**src/rtl/spi_tx_master_if.sv**
```systemverilog
// Word-offer handshake between the register/DMA front end and the SPI transmit master.
interface spi_tx_master_if #(
  parameter int MAX_W = 32,
  parameter int LEN_W = $clog2(MAX_W) + 1
);
  logic             s_valid;
  logic             s_ready;
  logic [MAX_W-1:0] s_data;
  logic [LEN_W-1:0] s_len;
  logic             s_lsb_first;

  modport master (output s_valid, s_data, s_len, s_lsb_first, input s_ready);
  modport slave  (input s_valid, s_data, s_len, s_lsb_first, output s_ready);
endinterface

```
**src/rtl/spi_tx_master.sv**
```systemverilog
// SPI transmit master: serialises variable-length words onto SCLK/MOSI/CS_N with
// selectable CPOL/CPHA, bit order and SCLK division; chains frames through HOLD.
module spi_tx_master #(
  parameter int MAX_W   = 32,
  parameter int MIN_LEN = 8,
  parameter int LEN_W   = $clog2(MAX_W) + 1,
  parameter int DIV_W   = 8
) (
  input  logic             clk,
  input  logic             rst,
  spi_tx_master_if.slave   s,
  input  logic             cfg_cpol_i,
  input  logic             cfg_cpha_i,
  input  logic [DIV_W-1:0] cfg_div_i,
  output logic             sclk_o,
  output logic             mosi_o,
  output logic             cs_n_o,
  output logic             busy_o,
  output logic             txe_flag_o,
  output logic             tx_done_o,
  output logic [LEN_W-1:0] bit_count_o
);

  localparam int TW = LEN_W + 1;
  localparam int IW = (MAX_W > 1) ? $clog2(MAX_W) : 1;

  typedef enum logic [1:0] {IDLE, SETUP, SHIFT, HOLD} state_t;

  function automatic logic [LEN_W-1:0] clamp_len(input logic [LEN_W-1:0] l);
    logic [LEN_W-1:0] r;
    r = l;
    if (l < LEN_W'(MIN_LEN)) r = LEN_W'(MIN_LEN);
    if (l > LEN_W'(MAX_W))   r = LEN_W'(MAX_W);
    return r;
  endfunction

  // k-th transmitted bit of a word of length len in the requested order.
  function automatic logic pick_bit(input logic [MAX_W-1:0] d, input logic [LEN_W-1:0] len,
                                    input logic lsb, input logic [LEN_W-1:0] k);
    logic [LEN_W-1:0] idx;
    idx = lsb ? k : (len - LEN_W'(1) - k);
    return d[idx[IW-1:0]];
  endfunction

  state_t           state_q, state_d;
  logic [DIV_W-1:0] cnt_q, cnt_d, div_q, div_d;
  logic [TW-1:0]    tog_q, tog_d, tog_nx;
  logic [LEN_W-1:0] bitc_q, bitc_d, len_q, len_d, half_nx, acc_len;
  logic [MAX_W-1:0] data_q, data_d;
  logic lsb_q, lsb_d, cpol_q, cpol_d, cpha_q, cpha_d;
  logic sclk_q, sclk_d, mosi_q, mosi_d, csn_q, csn_d;
  logic done_q, done_d, txe_q, txe_d, rdyen_q;
  logic tick, ready, accept;

  assign tick      = (cnt_q == '0);
  assign ready     = rdyen_q && ((state_q == IDLE) || ((state_q == HOLD) && tick));
  assign s.s_ready = ready;
  assign accept    = s.s_valid && ready;
  assign acc_len   = clamp_len(s.s_len);
  assign tog_nx    = tog_q + 1'b1;
  assign half_nx   = tog_nx[TW-1:1];

  always_comb begin
    state_d = state_q;
    cnt_d   = tick ? div_q : cnt_q - 1'b1;
    tog_d   = tog_q;
    bitc_d  = bitc_q;
    data_d  = data_q;
    len_d   = len_q;
    lsb_d   = lsb_q;
    cpol_d  = cpol_q;
    cpha_d  = cpha_q;
    div_d   = div_q;
    sclk_d  = sclk_q;
    mosi_d  = mosi_q;
    csn_d   = csn_q;
    done_d  = 1'b0;
    txe_d   = 1'b0;
    case (state_q)
      IDLE: begin
        sclk_d = cfg_cpol_i;
        csn_d  = 1'b1;
        mosi_d = 1'b0;
      end
      SETUP: if (tick) begin
        state_d = SHIFT;
        sclk_d  = ~sclk_q;
        tog_d   = tog_nx;
        if (cpha_q) mosi_d = pick_bit(data_q, len_q, lsb_q, '0);
      end
      SHIFT: if (tick) begin
        // The final toggle has already returned sclk to CPOL; this half-period just closes the frame.
        if (tog_q == {len_q, 1'b0}) begin
          state_d = HOLD;
        end else begin
          sclk_d = ~sclk_q;
          tog_d  = tog_nx;
          if (!tog_nx[0]) begin
            bitc_d = half_nx;
            done_d = (half_nx == len_q);
            txe_d  = (half_nx == LEN_W'(1));
            if (!cpha_q && (half_nx < len_q)) mosi_d = pick_bit(data_q, len_q, lsb_q, half_nx);
          end else if (cpha_q) begin
            mosi_d = pick_bit(data_q, len_q, lsb_q, tog_q[TW-1:1]);
          end
        end
      end
      HOLD: if (tick) begin
        state_d = IDLE;
        csn_d   = 1'b1;
        mosi_d  = 1'b0;
        sclk_d  = cfg_cpol_i;
      end
      default: state_d = IDLE;
    endcase
    if (accept) begin
      data_d  = s.s_data;
      len_d   = acc_len;
      lsb_d   = s.s_lsb_first;
      cpol_d  = cfg_cpol_i;
      cpha_d  = cfg_cpha_i;
      div_d   = cfg_div_i;
      state_d = SETUP;
      cnt_d   = cfg_div_i;
      csn_d   = 1'b0;
      bitc_d  = '0;
      tog_d   = '0;
      sclk_d  = cfg_cpol_i;
      mosi_d  = cfg_cpha_i ? 1'b0 : pick_bit(s.s_data, acc_len, s.s_lsb_first, '0);
    end
  end

  always_ff @(posedge clk or posedge rst) begin
    if (rst) begin
      state_q <= IDLE;
      cnt_q   <= '0;
      tog_q   <= '0;
      bitc_q  <= '0;
      sclk_q  <= 1'b0;
      mosi_q  <= 1'b0;
      csn_q   <= 1'b1;
      done_q  <= 1'b0;
      txe_q   <= 1'b0;
      rdyen_q <= 1'b0;
    end else begin
      state_q <= state_d;
      cnt_q   <= cnt_d;
      tog_q   <= tog_d;
      bitc_q  <= bitc_d;
      sclk_q  <= sclk_d;
      mosi_q  <= mosi_d;
      csn_q   <= csn_d;
      done_q  <= done_d;
      txe_q   <= txe_d;
      rdyen_q <= 1'b1;
    end
  end

  always_ff @(posedge clk) begin
    data_q <= data_d;
    len_q  <= len_d;
    lsb_q  <= lsb_d;
    cpol_q <= cpol_d;
    cpha_q <= cpha_d;
    div_q  <= div_d;
  end

  assign sclk_o      = sclk_q;
  assign mosi_o      = mosi_q;
  assign cs_n_o      = csn_q;
  assign busy_o      = (state_q != IDLE);
  assign txe_flag_o  = txe_q;
  assign tx_done_o   = done_q;
  assign bit_count_o = bitc_q;

endmodule

```
**src/flat_wrapper.sv**
```systemverilog
// flat-port wrapper written by rule: the top's interface ports become plain ports
module spi_tx_master_flat 
#(
  parameter int MAX_W   = 32,
  parameter int MIN_LEN = 8,
  parameter int LEN_W   = $clog2(MAX_W) + 1,
  parameter int DIV_W   = 8
)
  (clk, rst, cfg_cpol_i, cfg_cpha_i, cfg_div_i, sclk_o, mosi_o, cs_n_o, busy_o, txe_flag_o, tx_done_o, bit_count_o, s_s_valid, s_s_data, s_s_len, s_s_lsb_first, s_s_ready);
  spi_tx_master_if #(.MAX_W(MAX_W), .LEN_W(LEN_W)) s_i ();
  input  logic clk;
  input  logic rst;
  input  logic cfg_cpol_i;
  input  logic cfg_cpha_i;
  input  logic [DIV_W-1:0] cfg_div_i;
  output logic sclk_o;
  output logic mosi_o;
  output logic cs_n_o;
  output logic busy_o;
  output logic txe_flag_o;
  output logic tx_done_o;
  output logic [LEN_W-1:0] bit_count_o;
  input wire logic [$bits(s_i.s_valid)-1:0] s_s_valid;
  input wire logic [$bits(s_i.s_data)-1:0] s_s_data;
  input wire logic [$bits(s_i.s_len)-1:0] s_s_len;
  input wire logic [$bits(s_i.s_lsb_first)-1:0] s_s_lsb_first;
  output wire logic [$bits(s_i.s_ready)-1:0] s_s_ready;
  assign s_i.s_valid = s_s_valid;
  assign s_i.s_data = s_s_data;
  assign s_i.s_len = s_s_len;
  assign s_i.s_lsb_first = s_s_lsb_first;
  assign s_s_ready = s_i.s_ready;
  spi_tx_master #(.MAX_W(MAX_W), .MIN_LEN(MIN_LEN), .LEN_W(LEN_W), .DIV_W(DIV_W)) u_core (.clk(clk), .rst(rst), .s(s_i), .cfg_cpol_i(cfg_cpol_i), .cfg_cpha_i(cfg_cpha_i), .cfg_div_i(cfg_div_i), .sclk_o(sclk_o), .mosi_o(mosi_o), .cs_n_o(cs_n_o), .busy_o(busy_o), .txe_flag_o(txe_flag_o), .tx_done_o(tx_done_o), .bit_count_o(bit_count_o));
endmodule
```
**config.mk**
```make
export PLATFORM = sky130hd
export DESIGN_NAME = spi_tx_master_flat
export DESIGN_NICKNAME = d
export VERILOG_FILES = /design/src/rtl/spi_tx_master_if.sv /design/src/rtl/spi_tx_master.sv /design/src/flat_wrapper.sv
export SDC_FILE = /design/constraint.sdc
export NUM_CORES = 1
export LEC_CHECK = 0
export ABC_AREA = 1
export BUFFER_PORTS_ARGS = -buffer_cell sky130_fd_sc_hd__buf_2
export CAP_MARGIN = 20
export CELL_PAD_IN_SITES_DETAIL_PLACEMENT = 0
export CELL_PAD_IN_SITES_GLOBAL_PLACEMENT = 1
export CORE_ASPECT_RATIO = 1.25
export CORE_MARGIN = 4
export CORE_UTILIZATION = 48
export CTS_BUF_LIST = sky130_fd_sc_hd__clkbuf_4 sky130_fd_sc_hd__clkbuf_8
export CTS_CLUSTER_SIZE = 30
export DETAILED_ROUTE_END_ITERATION = 12
export PLACE_DENSITY_LB_ADDON = 0.1
export SYNTH_ARGS = -nofsm -noshare
export SYNTH_HDL_FRONTEND = slang
export SYNTH_SLANG_ARGS = --single-unit
```
**constraint.sdc**
```tcl
create_clock -name clk -period 6.15 [get_ports clk]
set_clock_uncertainty 0.15 [all_clocks]
set_input_delay 0.9225 -clock clk [delete_from_list [all_inputs] [get_ports clk]]
set_output_delay 0.9225 -clock clk [all_outputs]
set_load 0.03 [all_outputs]
```
Word level (Yosys, flattened, before mapping) --
Cells that the tools add are included.
Storage, ports and cells: bits in registers 77, output and inout bits 13
Cells by class: add/subtract/negate cells 6, magnitude comparators 7, eq/ne operators 16, mux-type cells 60, bitwise gates (word level) 1, reductions and logical operators 20
Operators by type and width (number):
- $mux 6 | 7
- $mux 1 | 29
- $mux 7 | 4
- $lt 5x6->1 const B | 4
- $bmux 1 s5 | 4
- $mux 5 | 4
- $mux 8 | 2
- $ne 3x1->1 const B | 5
- $pmux 7 s2 | 1
- $reduce_and 4->1 | 3
- $mux 2 | 5
- $sub 5x1->5 const B | 2
- $sub 5x5->5 | 2
- $logic_not 8->1 | 1
- $pmux 1 s4 | 2
- $sub 8x1->8 const B | 1
- $add 7x1->7 const B | 1
- $eq 7x7->1 | 1
- $reduce_and 7->1 | 1
- $eq 6x1->1 const B | 1
- $eq 6x6->1 | 1
- $gt 6x6->1 const B | 1
- $lt 6x4->1 const B | 1
- $lt 6x6->1 | 1
- other kinds (19) | 26

Logic depth before layout (Yosys ltp) --
depth in word-level cells 11, mapped depth 22

Least setup slack after synthesis --
Ideal clock, no wire load.
path type flip-flop to flip-flop, start reg u_core.cnt_q[0], end reg u_core.tog_q[1], arrival time 2920 ps, required time 5882 ps, setup slack 2962 ps, stages on the path, launching flop included 15, path buffers 1, clock period less this slack 3188 ps, cells stage by stage dfrtp_1 > inv_1 > ha_1 > nand3_1 > nor2_8 > inv_2 > o21ai_2 > nand2_1 > inv_2 > nand2_2 > inv_1 > o21ai_2 > buf_6 > nand2_1 > o21ai_2
Between the ends: word-level cells in the longest chain between the ends 7
RTL lines:
- from (decl) | line spi_tx_master.sv:46 | logic [DIV_W-1:0] cnt_q, cnt_d, div_q, div_d;
- from (signal assigned) | line spi_tx_master.sv:147 | cnt_q <= cnt_d;
- $logic_not 8->1 (*) | line spi_tx_master.sv:55 | assign tick = (cnt_q == '0);
- $logic_and 1x1->1 (*) | line spi_tx_master.sv:56 | assign ready = rdyen_q && ((state_q == IDLE) || ((state_q == HOLD) && tick));
- $logic_or 1x1->1 (*) | line spi_tx_master.sv:56
- $logic_and 1x1->1 (*) | line spi_tx_master.sv:56
- named net s_s_ready | line flat_wrapper.sv:27 | output wire logic [$bits(s_i.s_ready)-1:0] s_s_ready;
- $logic_and 1x1->1 (*) | line spi_tx_master.sv:58 | assign accept = s.s_valid && ready;
- named net u_core.accept | line spi_tx_master.sv:53 | logic tick, ready, accept;
- $ne 3x2->1 (no line), or another cell as far along
- $reduce_and 4->1 (no line)
- to (signal assigned) | line spi_tx_master.sv:148 | tog_q <= tog_d;
- to (decl) | line spi_tx_master.sv:47 | logic [TW-1:0] tog_q, tog_d, tog_nx;
Mark *: on every way through the listed nets, which the timed path passes. The rest lies on a longest branch. A chain may end at the register's enable or synchronous reset.

Final worst setup path --
start in s_s_len[5], end reg u_core.mosi_q, in the netlist u_core.mosi_o
Between the ends: word-level cells in the longest chain between the ends 9
RTL lines:
- from (decl) | line flat_wrapper.sv:25 | input wire logic [$bits(s_i.s_len)-1:0] s_s_len;
- $lt 6x4->1 | line spi_tx_master.sv:32 | if (l < LEN_W'(MIN_LEN)) r = LEN_W'(MIN_LEN);
- $mux 6 | line spi_tx_master.sv:32
- $mux 6 (*) | line spi_tx_master.sv:33 | if (l > LEN_W'(MAX_W)) r = LEN_W'(MAX_W);
- $sub 5x1->5 (*) | line spi_tx_master.sv:41 | idx = lsb ? k : (len - LEN_W'(1) - k);
- $mux 5 (*) | line spi_tx_master.sv:41
- $bmux 1 s5 (*) | line spi_tx_master.sv:42 | return d[idx[IW-1:0]];
- $mux 1 (not written as such) (*) | line spi_tx_master.sv:42
- $mux 1 (*) | line spi_tx_master.sv:129 | mosi_d = cfg_cpha_i ? 1'b0 : pick_bit(s.s_data, acc_len, s.s_lsb_first, '0);
- $mux 1 (*) | line spi_tx_master.sv:116 | if (accept) begin
- to (signal assigned) | line spi_tx_master.sv:151 | mosi_q <= mosi_d;
- to (decl) | line spi_tx_master.sv:51 | logic sclk_q, sclk_d, mosi_q, mosi_d, csn_q, csn_d;
Every way passes the cells marked *; elsewhere a longest branch is shown, timed or not. The select of a mux whose other input is x is not followed.

==> flow_summary.json <==
{
  "status": "completed",
  "fin_setup_tns_ns": 0,
  "root_buffer": "clkbuf_8",
  "period_needed_ns": 3.82,
  "synthToLayoutAreaGrowth_pct": 10.5,
  "synth_nets": 820,
  "syn-cell-area_mm2": 0.00550,
  "power_frac_seq_pct": 52.6,
  "cts_tree": "built",
  "wl_per_cell_um": 15.9,
  "final_cell_mix": "nand2_1 (220), nand3_1 (107), inv_1 (80)",
  "max_freq_ghz": 0.261,
  "ios": 65,
  "drt-pass1-iter-count": 5,
  "grt_start_max_net_pins": 48,
  "synth_xor_area_share_pct": 1.57,
  "synth_mux_area_share_pct": 0.273,
  "fin_area_mm2": 0.00607,
  "synth-compound-area-share_pct": 12.3,
  "yosysWarnings": 0,
  "critPathBufInv": 4,
  "leakagePower_nw": 2.97,
  "cp.required_ns": 6.28,
  "ys_top_cells_by_area": "edfxtp_1 (26%), nand2_1 (15%), dfrtp_1 (13%), nand3_1 (9.7%), inv_1 (5.5%)",
  "grt_pass1_vias": 4922,
  "coreArea_mm2": 0.0111,
  "die_h_um": 128,
  "viasPerCell": 5.47,
  "final_nets": 873,
  "max_slew_margin_pct": 47.5,
  "critPathLaunchType": "input port",
  "hold_violations": 0,
  "syn_inst": 742,
  "vias": 5115,
  "powerDensity_mw_per_mm2": 172,
  "path_class": "input port to flip-flop",
  "ir_drop_v": 0.000138,
  "placed_area_mm2": 0.00585,
  "arrival_ns": 3.96,
  "endpoint_kind": "flip-flop",
  "synthAdderAreaFrac_pct": 6.19,
  "synth-edff-count": 48,
  "path_cells": "buf_2 -> inv_2 -> nand2_1 -> nand3_1 -> ha_1 -> nor2_1 -> inv_1 -> nand3_1 -> nand2_1 -> nand2_1 -> nand3_1 -> nand3b_1 -> nand3_1 -> nand2_1 -> clkinv_1 -> a21oi_2",
  "post-route-period-util_pct": 62.2,
  "cts_hold_buf": 0,
  "syn_avg_cell_area_um2": 7.41,
  "combPwrFrac_pct": 6.7,
  "ys_ff_latch": 77,
  "rsz0062_at_grt": "false",
  "cts_num_sinks": 77,
  "p_clk_share_pct": 40.7,
  "port_buffers": 64,
  "critPathMaxStageDelay_ns": 0.53,
  "layout_commonest_cell": "nand2_1",
  "antenna_found_initial": 0,
  "power.switching_mw": 0.229,
  "synth_top_family_by_area": "simple AND/OR/NAND/NOR gates",
  "drive_gt1_share_pct": 14.2,
  "final_max_slew_viol_count": 0,
  "dieWidth_um": 104,
  "start_util_pct": 49.3,
  "ant_nets": 0,
  "synth_cell_types": 44,
  "min_path_type": "flip-flop to flip-flop",
  "hpwl_mm": 11.7,
  "antennaDiodeCount": 0,
  "gr-total-overflow": 0,
  "route.detailed.drc": 0,
  "tightest_slew_ns": 0.782,
  "rows": 43,
  "internal_power_mw": 0.816,
  "cts-buffers-inserted": 9,
  "wl_mm": 14.9,
  "fp.dieArea_mm2": 0.0132,
  "track_usage_pct": 22.8,
  "drtIter0Drc": 339,
  "postCtsResizedCells": 0,
  "h-tree-depth": 3,
  "swShare_pct": 21.9,
  "crit_fanout": 20,
  "cpLargestDelayFamily": "simple AND/OR/NAND/NOR gates",
  "synthFlopType": "edfxtp_1",
  "synth_top_area_share_pct": 26.2,
  "cts_buffer_depth": 2,
  "place.gp.congestion": 0.894,
  "grt_pass1_wl_mm": 24.3,
  "clk_latency_ns": 0.35,
  "clkTransAtPathRegs_ns": 0.09,
  "synthSimpleGateAreaFrac_pct": 31.4,
  "max-cap-violations": 0,
  "post-synth-top-area-cell": "edfxtp_1",
  "worst_path_max_delay_cell": "nand3_1",
  "yosysSeqAreaShare_pct": 39.5,
  "finalSetupViolations": 0,
  "cts_setup_buffers": 0,
  "synthArstFlopShare_pct": 37.7
}
-- layout make-up --
class                      count  area, um^2
multi-input combinational    553        2850
clock buffer                  11         139
sequential                    77        2170
tap                          135         169
timing repair buffer          66         335
fill                        1107        5060
clock inverter                 5        82.6
inverter                      88         330
-- power groups by stage --
stage / clock network, mW / registers (mW) / logic, mW
after floorplan: 0 / 0.562 / 0.0390
after global placement: 0 / 0.561 / 0.0689
after detailed placement: 0 / 0.561 / 0.0705
after CTS: 0.434 / 0.550 / 0.0709
final: 0.425 / 0.550 / 0.0701
after global routing: 0.458 / 0.550 / 0.0799
-- registers in the layout, summed over array words and instances, names as in the netlist --
name / flops
u_core.sclk_o: 1
u_core.mosi_o: 1
u_core.data_q: 32
u_core.tx_done_o: 1
u_core.tog_q: 7
u_core.bit_count_o: 6
u_core.cnt_q: 8
u_core.rdyen_q: 1
u_core.cs_n_o: 1
u_core.len_q: 6
u_core.state_q: 2
u_core.cpha_q: 1
u_core.txe_flag_o: 1
u_core.div_q: 8
u_core.lsb_q: 1
-- per-layer routing --
metal,routed length (um),track usage (%)
met5,0,0
met4,354,7.67
met3,809,3.54
met2,6980,38.0
met1,6730,30.6
-- cell usage after synthesis, types with 8 or more instances --
library cell  instances
a21oi_1              30
inv_1                81
nand4_1              10
o21ai_1               8
ha_1                 24
nand3_1             107
nand2_1             220
o21ai_2              11
o21ai_0              44
edfxtp_1             48
nor2_1               46
buf_2                10
dfrtp_1              28
-- through the flow --
stage | total power, mW | cells | hold WS, ns | util (%) | worst slack, ns
floorplan | 0.601 | 742 | 0.327 | - | 2.96
global placement | 0.630 | 919 | 0.358 | 52.5 | 1.90
detailed placement | 0.632 | 919 | 0.366 | 52.5 | 1.93
CTS | 1.06 | 935 | 0.383 | 54.5 | 2.29
global route | 1.09 | 935 | 0.412 | 54.5 | 1.98
finish | 1.05 | 935 | 0.377 | 54.5 | 2.33
-- worst paths after layout --
check | endpoint | start | slack, ns | cells after the start
max in group asynchronous | u_core.cs_n_o$_DFFE_PP1P_ | rst | 5.06 | 3
worst min-delay path | u_core.bit_count_o[3]$_DFFE_PP0P_ | u_core.bit_count_o[3]$_DFFE_PP0P_ | 0.38 | 2
min in group asynchronous | u_core.bit_count_o[3]$_DFFE_PP0P_ | rst | 0.47 | 3
worst min register to register | u_core.bit_count_o[3]$_DFFE_PP0P_ | u_core.bit_count_o[3]$_DFFE_PP0P_ | 0.38 | 2
worst max register to register | u_core.mosi_o$_DFFE_PP0P_ | u_core.len_q[0]$_DFFE_PP_ | 2.46 | 19
worst max-delay path | u_core.mosi_o$_DFFE_PP0P_ | s_s_len[5] | 2.33 | 16
-- worst register-to-register path, cell delays in order, from the launching register on --
cell	delay [ns]
edfxtp_1	0.60
inv_1	0.20
ha_1	0.42
inv_1	0.15
fa_1	0.53
inv_1	0.05
o21ai_2	0.34
inv_1	0.25
a21oi_1	0.16
o21ai_0	0.10
nand2_1	0.08
nand2_1	0.05
nand3_1	0.07
nand3_1	0.07
nand2_1	0.09
a21oi_1	0.06
nand2_1	0.06
nand2_1	0.05
nand2_1	0.06
a21oi_2	0.05
-- kinds of logic after synthesis --
family,count (synthesis)
xor gates and xnor gates,9
other,1
buffers and inverters,112
and+or+nand+nor,400
adders and majority gates,26
muxes,1
AOI/OAI and AO/OA,116
DFF,77
Power figures use the tool's default switching activity.
